<file path="config.mk">
export PLATFORM = sky130hd
export DESIGN_NAME = dmem_arbiter
export DESIGN_NICKNAME = d
export VERILOG_FILES = /design/src/rtl/dmem_arb_pkg.sv /design/src/rtl/arb_rsp_reg.sv /design/src/rtl/dmem_arbiter.sv
export SDC_FILE = /design/constraint.sdc
export NUM_CORES = 1
export LEC_CHECK = 0
export BUFFER_PORTS_ARGS = -buffer_cell sky130_fd_sc_hd__buf_2
export CORE_AREA = 2 2 117 119
export DETAILED_ROUTE_END_ITERATION = 12
export DIE_AREA = 0 0 119 121
export GPL_TIMING_DRIVEN = 0
export PLACE_DENSITY = 0.72
export RECOVER_POWER = 25
export SLEW_MARGIN = 0
export SYNTH_ARGS = -nofsm -noshare
export SYNTH_HDL_FRONTEND = slang
export SYNTH_SLANG_ARGS = --single-unit
export TNS_END_PERCENT = 1
</file>
<file path="constraint.sdc">
create_clock -name clk -period 2.3 [get_ports clk]
set_input_delay 0.46 -clock clk [delete_from_list [all_inputs] [get_ports clk]]
set_output_delay 0.46 -clock clk [all_outputs]
set_load 0.05 [all_outputs]
</file>
<file path="src/rtl/dmem_arb_pkg.sv">
// Shared types for the data-memory arbiter: ownership states and requester IDs.
package dmem_arb_pkg;

  typedef enum logic [1:0] {
    IDLE = 2'd0,
    OWN0 = 2'd1,
    OWN1 = 2'd2
  } arb_state_e;

  localparam int REQ_CPU = 0;
  localparam int REQ_AUX = 1;

endpackage

</file>
<file path="src/rtl/arb_rsp_reg.sv">
// Per-requester response register: one-cycle strobe after an accept, load data captured
// in the accept cycle (zero for stores) and held until the next response.
module arb_rsp_reg #(
  parameter int DATA_W = 32
) (
  input  logic              clk,
  input  logic              reset,
  input  logic              accept_i,
  input  logic              we_i,
  input  logic [DATA_W-1:0] rd_i,
  output logic              rsp_valid_o,
  output logic [DATA_W-1:0] rsp_rdata_o
);

  logic              valid_q;
  logic [DATA_W-1:0] rdata_q;

  always_ff @(posedge clk) begin
    if (reset) begin
      valid_q <= 1'b0;
      rdata_q <= '0;
    end else begin
      valid_q <= accept_i;
      if (accept_i) begin
        rdata_q <= we_i ? '0 : rd_i;
      end
    end
  end

  assign rsp_valid_o = valid_q;
  assign rsp_rdata_o = rdata_q;

endmodule

</file>
<file path="src/rtl/dmem_arbiter.sv">
// Round-robin arbiter sharing one dmem port between the core (0) and an aux master (1).
// Ready follows valid while owner; IDLE costs one cycle; responses are registered (+1 cycle).
module dmem_arbiter
  import dmem_arb_pkg::*;
#(
  parameter int ADDR_W    = 32,
  parameter int DATA_W    = 32,
  parameter int MAX_BURST = 4
) (
  input  logic              clk,
  input  logic              reset,
  input  logic [1:0]        req_valid,
  input  logic [1:0]        req_we,
  input  logic [ADDR_W-1:0] req_addr0,
  input  logic [ADDR_W-1:0] req_addr1,
  input  logic [DATA_W-1:0] req_wdata0,
  input  logic [DATA_W-1:0] req_wdata1,
  output logic [1:0]        req_ready,
  output logic [1:0]        rsp_valid,
  output logic [DATA_W-1:0] rsp_rdata0,
  output logic [DATA_W-1:0] rsp_rdata1,
  output logic              mem_we,
  output logic [ADDR_W-1:0] mem_addr,
  output logic [DATA_W-1:0] mem_wd,
  input  logic [DATA_W-1:0] mem_rd
);

  localparam int CNT_W = $clog2(MAX_BURST + 1);
  localparam logic [CNT_W:0] BURST_LIM = (CNT_W + 1)'(MAX_BURST);

  arb_state_e       state_q, state_d;
  logic             last_q, last_d;
  logic [CNT_W-1:0] cnt_q, cnt_d;
  logic [CNT_W:0]   cnt_next;
  logic [1:0]       accept;
  logic             own_id, own_vld, other_vld, burst_done;

  assign own_id    = (state_q == OWN1);
  assign own_vld   = req_valid[own_id];
  assign other_vld = req_valid[~own_id];

  // Reset gates the handshake combinationally so nothing is written in the reset cycle.
  always_comb begin
    accept = 2'b00;
    if (!reset) begin
      case (state_q)
        OWN0:    accept[REQ_CPU] = req_valid[REQ_CPU];
        OWN1:    accept[REQ_AUX] = req_valid[REQ_AUX];
        default: accept = 2'b00;
      endcase
    end
  end

  assign req_ready = accept;

  always_comb begin
    mem_we   = 1'b0;
    mem_addr = '0;
    mem_wd   = '0;
    if (accept[REQ_CPU]) begin
      mem_we   = req_we[REQ_CPU];
      mem_addr = req_addr0;
      mem_wd   = req_wdata0;
    end else if (accept[REQ_AUX]) begin
      mem_we   = req_we[REQ_AUX];
      mem_addr = req_addr1;
      mem_wd   = req_wdata1;
    end
  end

  // Compared with >= so a saturated counter still yields to a newly arriving requester.
  assign cnt_next   = {1'b0, cnt_q} + {{CNT_W{1'b0}}, |accept};
  assign burst_done = (cnt_next >= BURST_LIM);

  always_comb begin
    state_d = state_q;
    last_d  = last_q;
    cnt_d   = cnt_q;
    case (state_q)
      IDLE: begin
        cnt_d = '0;
        if (req_valid == 2'b11) begin
          state_d = last_q ? OWN0 : OWN1;
        end else if (req_valid[REQ_CPU]) begin
          state_d = OWN0;
        end else if (req_valid[REQ_AUX]) begin
          state_d = OWN1;
        end
      end
      OWN0, OWN1: begin
        if (|accept) begin
          last_d = own_id;
        end
        if (!own_vld || (burst_done && other_vld)) begin
          state_d = other_vld ? (own_id ? OWN0 : OWN1) : IDLE;
          cnt_d   = '0;
        end else begin
          cnt_d = burst_done ? BURST_LIM[CNT_W-1:0] : cnt_next[CNT_W-1:0];
        end
      end
      default: begin
        state_d = IDLE;
        cnt_d   = '0;
      end
    endcase
  end

  always_ff @(posedge clk) begin
    if (reset) begin
      state_q <= IDLE;
      last_q  <= 1'b1;
      cnt_q   <= '0;
    end else begin
      state_q <= state_d;
      last_q  <= last_d;
      cnt_q   <= cnt_d;
    end
  end

  arb_rsp_reg #(.DATA_W(DATA_W)) u_rsp0 (
    .clk         (clk),
    .reset       (reset),
    .accept_i    (accept[REQ_CPU]),
    .we_i        (req_we[REQ_CPU]),
    .rd_i        (mem_rd),
    .rsp_valid_o (rsp_valid[REQ_CPU]),
    .rsp_rdata_o (rsp_rdata0)
  );

  arb_rsp_reg #(.DATA_W(DATA_W)) u_rsp1 (
    .clk         (clk),
    .reset       (reset),
    .accept_i    (accept[REQ_AUX]),
    .we_i        (req_we[REQ_AUX]),
    .rd_i        (mem_rd),
    .rsp_valid_o (rsp_valid[REQ_AUX]),
    .rsp_rdata_o (rsp_rdata1)
  );

endmodule

</file>
* Word-level counts from Yosys, hierarchy flattened
Index checks and enable logic that the tools add are counted.
** Cells by class
- Shift-type cells :: 0
- Bitwise logic cells :: 2
- Add/sub/neg operators :: 1
- Multiply operators :: 0
- Muxes and demuxes :: 24
- Divide/modulo/power cells :: 0
- Order comparisons :: 3
- Reduce and logical (&&, ||, !) cells :: 10
- Eq/ne operators :: 5
** Operator list (count)
- 32-bit 2-to-1 mux :: 6
- 2-bit 2-to-1 mux :: 8
- 1-bit 2-to-1 mux :: 8
- 3-bit by 1-bit adder with 4-bit output :: 1
- 2-bit equality test (second input constant) :: 2
- 4-bit by 3-bit >= comparator with 1-bit output (second input constant) :: 1
- 1-bit by 2-bit less-than comparator with 1-bit output (second input constant) :: 2
- 4-bit != test (second input constant) :: 1
- 2-bit case mux with 2 select lines :: 1
- 2-bit AND reduction :: 2
- 2-bit OR reduction :: 2
- 4-bit OR reduction :: 1
- 3-bit 2-to-1 mux :: 1
- 3-bit OR reduction :: 1
- 2-bit by 1-bit equality test with 1-bit output (second input constant) :: 1
- 2-bit zero test :: 1
- 2-bit != test (second input constant) :: 1
- 1-bit inverter :: 2
- 1-bit logical AND :: 1
- 1-bit zero test :: 1
- 1-bit logical OR :: 1
** Word-level totals
- Output and inout port bits :: 133
- Logic and storage cells :: 53
- Memories kept :: 0
- Bits of input ports :: 166
- Register bits :: 72
- Bits in latches :: 0
- Bits in writable memories :: 0
- Bits in read-only memories :: 0

* Logic depth before layout (Yosys ltp)
- Depth in word-level cells :: 10
- Depth in mapped cells :: 12

* Modules after synthesis
From an unflattened synthesis, not the netlist that was laid out.
** Second synthesis, totals
- Cells, all modules :: 420
- Area, all modules :: 3903.7 µm²
** By module, submodules not included
- arb_rsp_reg :: area an instance 1370.1 µm², instances 2, cells each 144
- dmem_arbiter :: area an instance 1163.6 µm², instances 1, cells each 132

* Least setup slack after synthesis
Ideal clock, no wire load.
- Kind :: input to register
- Start point :: in req_valid[0]
- End point :: reg state_q[0]
- Stages on the path :: 10
- Arrival :: 2.247 ns
- Setup slack :: -0.019 ns
- Path through :: buf_2 > and3b_1 > buf_2 > buf_2 > or2_1 > ha_1 > ha_1 > a21o_1 > a41oi_2 > mux2i_1
** Between the ends
- Cells in the longest elaborated chain, start to end :: 9
** Ends and longest elaborated chain
- start: declaration :: RTL line dmem_arbiter.sv:12 : input logic [1:0] req_valid,
- 1-bit 2-to-1 mux :: RTL line dmem_arbiter.sv:46 : case (state_q)
- 2-bit 2-to-1 mux :: RTL line dmem_arbiter.sv:45 : if (!reset) begin
- net u_rsp0.accept_i :: RTL line arb_rsp_reg.sv:8 : input logic accept_i,
- 2-bit OR reduction :: RTL line dmem_arbiter.sv:72 : assign cnt_next = {1'b0, cnt_q} + {{CNT_W{1'b0}}, |accept};
- 3-bit by 1-bit adder with 4-bit output :: RTL line dmem_arbiter.sv:72
- 4-bit by 3-bit >= comparator with 1-bit output :: RTL line dmem_arbiter.sv:73 : assign burst_done = (cnt_next >= BURST_LIM);
- 1-bit logical AND :: RTL line dmem_arbiter.sv:94 : if (!own_vld || (burst_done && other_vld)) begin
- 1-bit logical OR :: RTL line dmem_arbiter.sv:94
- 2-bit != test (no source line)
- 2-bit AND reduction (no source line)
- end signal: assignment :: RTL line dmem_arbiter.sv:114 : state_q <= state_d;
- end: declaration :: RTL line dmem_arbiter.sv:31 : arb_state_e state_q, state_d;
The timed path passes the listed nets, and every way through them passes these cells. The select of a mux whose other input is x is not followed.
A chain may end at the register's enable or synchronous reset.

* Worst setup path in the final report
- Start point :: reg state_q[1]
- End point :: out mem_addr[15]
** Between the ends
- Cells in the longest elaborated chain, start to end :: 5
** Ends and longest elaborated chain
- 2-bit equality test :: RTL line dmem_arbiter.sv:46
- 1-bit 2-to-1 mux :: RTL line dmem_arbiter.sv:46
- 2-bit 2-to-1 mux * :: RTL line dmem_arbiter.sv:45
- 32-bit 2-to-1 mux :: RTL line dmem_arbiter.sv:64 : end else if (accept[REQ_AUX]) begin
- 32-bit 2-to-1 mux * :: RTL line dmem_arbiter.sv:60 : if (accept[REQ_CPU]) begin
- end: declaration :: RTL line dmem_arbiter.sv:23 : output logic [ADDR_W-1:0] mem_addr,
Every way passes the cells marked *; elsewhere a longest branch is shown, timed or not.

==> impl_metrics.json <==
{
  "clk_pin_slew_worst_paths_ns": 0.06,
  "cts_buffers": 9,
  "max_cap_viol_count": 0,
  "min_path_type": "input pin to flip-flop",
  "grt_pass1_vias": 4198,
  "grt_pass1_wl_mm": 23.5,
  "dp_hpwl_mm": 12.4,
  "final_common_cell": "buf_2",
  "cts.sink_count": 72,
  "synth.distinct_cells": 31,
  "grt_max_degree": 14,
  "die_area_um2": 14400,
  "fin_crit_sh": 1.02,
  "power.leakage_nw": 2.97,
  "drive_gt1_frac": 0.495,
  "drt-total-wl_mm": 16.1,
  "viasPerCell": 4.80,
  "synth_edf_count": 0,
  "syn2layout_area_growth_pct": 82.5,
  "drt_iter0_drc": 195,
  "synth_seq_cells": 72,
  "ioPinCount": 299,
  "critPathKind": "flip-flop to output port",
  "nNetsFinal": 854,
  "required_ns": 1.84,
  "finalSetupViolCount": 36,
  "grt_use_total": 0.212,
  "slowest_delay_ns": 0.35,
  "worstSetupStartpointType": "flip-flop",
  "cp_max_fo": 10,
  "htree_levels": 3,
  "async_reset_ff_frac": 0,
  "synth_seq_area_share": 0.420,
  "clkLatencyLatePin_ns": 0.33,
  "post_drt_wl_per_cell_um": 18.6,
  "core-area_um2": 13100,
  "fin_crit_ns": 2.34,
  "worst-path-buf-inv": 5,
  "worstMarginPinSlew_ns": 0.661,
  "dieWidth_um": 119,
  "place_congestion": 0.813,
  "crit_chain": "inv_4 -> ha_4 -> and3b_1 -> buf_6 -> buf_8 -> buf_8 -> a22o_1 -> buf_6",
  "numPortBuffers": 295,
  "clockRootBuffer": "clkbuf_16",
  "cp_slowest_cell": "dfxtp_4",
  "max_slew_margin": 0.561,
  "final_cell_mix": "buf_2 (203), a22o_1 (92), buf_6 (74)",
  "setup_slack_ns": -0.0397,
  "critPathCaptureType": "output port",
  "clock_path_buffers": 2,
  "rsz0062_at_grt": "yes",
  "postSynthAreaPerCell_um2": 9.55,
  "cts_tree": "done",
  "die_h_um": 121,
  "violations": "negative setup slack",
  "crit_family": "buffers and inverters",
  "vias": 4156,
  "fin_skew_ns": 0.00524,
  "outcome": "finished, violations left",
  "antenna_found_initial": 2,
  "grt-ovfl-total": 0,
  "synthesis.nets": 531,
  "dr.pass1.iters": 4,
  "drc": 0,
  "yosysWarnings": 0,
  "maxSlewViolCount": 0,
  "synth_ff_type": "dfxtp_1",
  "ant_nets": 0,
  "rows": 42,
  "fin_util": 0.478,
  "vdd_drop_max_uv": 529,
  "synth_area_um2": 3430,
  "initial_core_util": 0.262,
  "crit_arrival_ns": 1.88,
  "hold_viol": 0,
  "postSynthCellCount": 359,
  "p_per_area_nw_per_um2": 859,
  "fmax_mhz": 427,
  "post-place-ws_ns": -0.374,
  "fillers": 1229
}
==> power by group <==
group	total [mW]	leakage (nW)	internal (mW)	switching, mW
combinational	2.47	2.23	0.953	1.52
clock	1.49	0.156	0.951	0.539
sequential	1.41	0.583	1.35	0.0599
==> stage by stage <==
step | TNS, ns | hold slack [ns] | cells | total power [mW] | cell area [µm²]
CTS | -1.89 | 0.345 | 863 | 5.38 | 6260
finish | -0.648 | 0.350 | 865 | 5.37 | 6260
detailed placement | -17.59 | 0.458 | 830 | 3.41 | 5120
global route | -5.58 | 0.348 | 865 | 5.59 | 6260
global placement | -14.87 | 0.458 | 830 | 3.40 | 5120
floorplan | 0 | 0.482 | 359 | 2.85 | 3430
==> what timing repair did <==
action,CTS,global route
hold buffers,0,0
cloned,5,0
setup buffers,12,0
endpoints found under the setup margin,72,67
gates resized for setup,196,7
pin swaps,21,16
==> cell families after synthesis <==
kind of cell    share of synthesized area
compound gates                      0.324
buf+inv                            0.0730
fa+ha+maj                          0.0219
simple gates                        0.155
flops                               0.420
mux                               0.00584
==> layout make-up <==
type,instances,area (µm²),share of cell area
timing repair buffer,312,2060,0.329
tap,176,220,0.0352
antenna,2,5.00,0.000800
clock inverter,7,95.1,0.0152
buffer,43,350,0.0560
clock buffer,9,225,0.0360
sequential,72,1450,0.232
inverter,2,10.0,0.00160
multi-input combinational,242,1840,0.294
==> per-layer routing <==
metal	up-vias	part of all wire	routed length, µm	global-route usage
met2	201	0.52	8350	0.385
met3	26	0.078	1250	0.0620
li1	1989	-	-	-
met5	-	0	0	0
met4	0	0.024	380	0.0759
met1	1940	0.38	6140	0.236
==> Yosys cell counts, drive strengths merged (3+ instances only) <==
| cell | count | area (µm²) |
|---|---|---|
| nor2 | 37 | 139 |
| dfxtp | 72 | 1440 |
| buf | 25 | 175 |
| and2 | 3 | 18.8 |
| ha | 6 | 75.1 |
| nor2b | 5 | 31.3 |
| a22o | 97 | 850 |
| clkbuf | 18 | 67.6 |
| a21oi | 36 | 184 |
| nand2b | 6 | 37.5 |
| nor3b | 33 | 248 |
==> sequential cells by signal, indices dropped and copies added (netlist names) <==
name and cells:
state_q 2, u_rsp0.rsp_rdata_o 32, u_rsp1.rsp_rdata_o 32, last_q 1, u_rsp1.rsp_valid_o 1, cnt_q 3
u_rsp0.rsp_valid_o 1
==> worst paths after layout <==
check | from | to | slack [ns] | depth (start not counted)
worst max-delay path | state_q[1] | mem_addr[15] | -0.04 | 8
worst min-delay path | mem_rd[21] | u_rsp0.rsp_rdata_o[21] | 0.35 | 2
worst max register to register | state_q[1] | state_q[1] | 0.01 | 11
worst min register to register | u_rsp0.rsp_rdata_o[19] | u_rsp0.rsp_rdata_o[19] | 0.48 | 1
(Power assumes the default switching activity.)
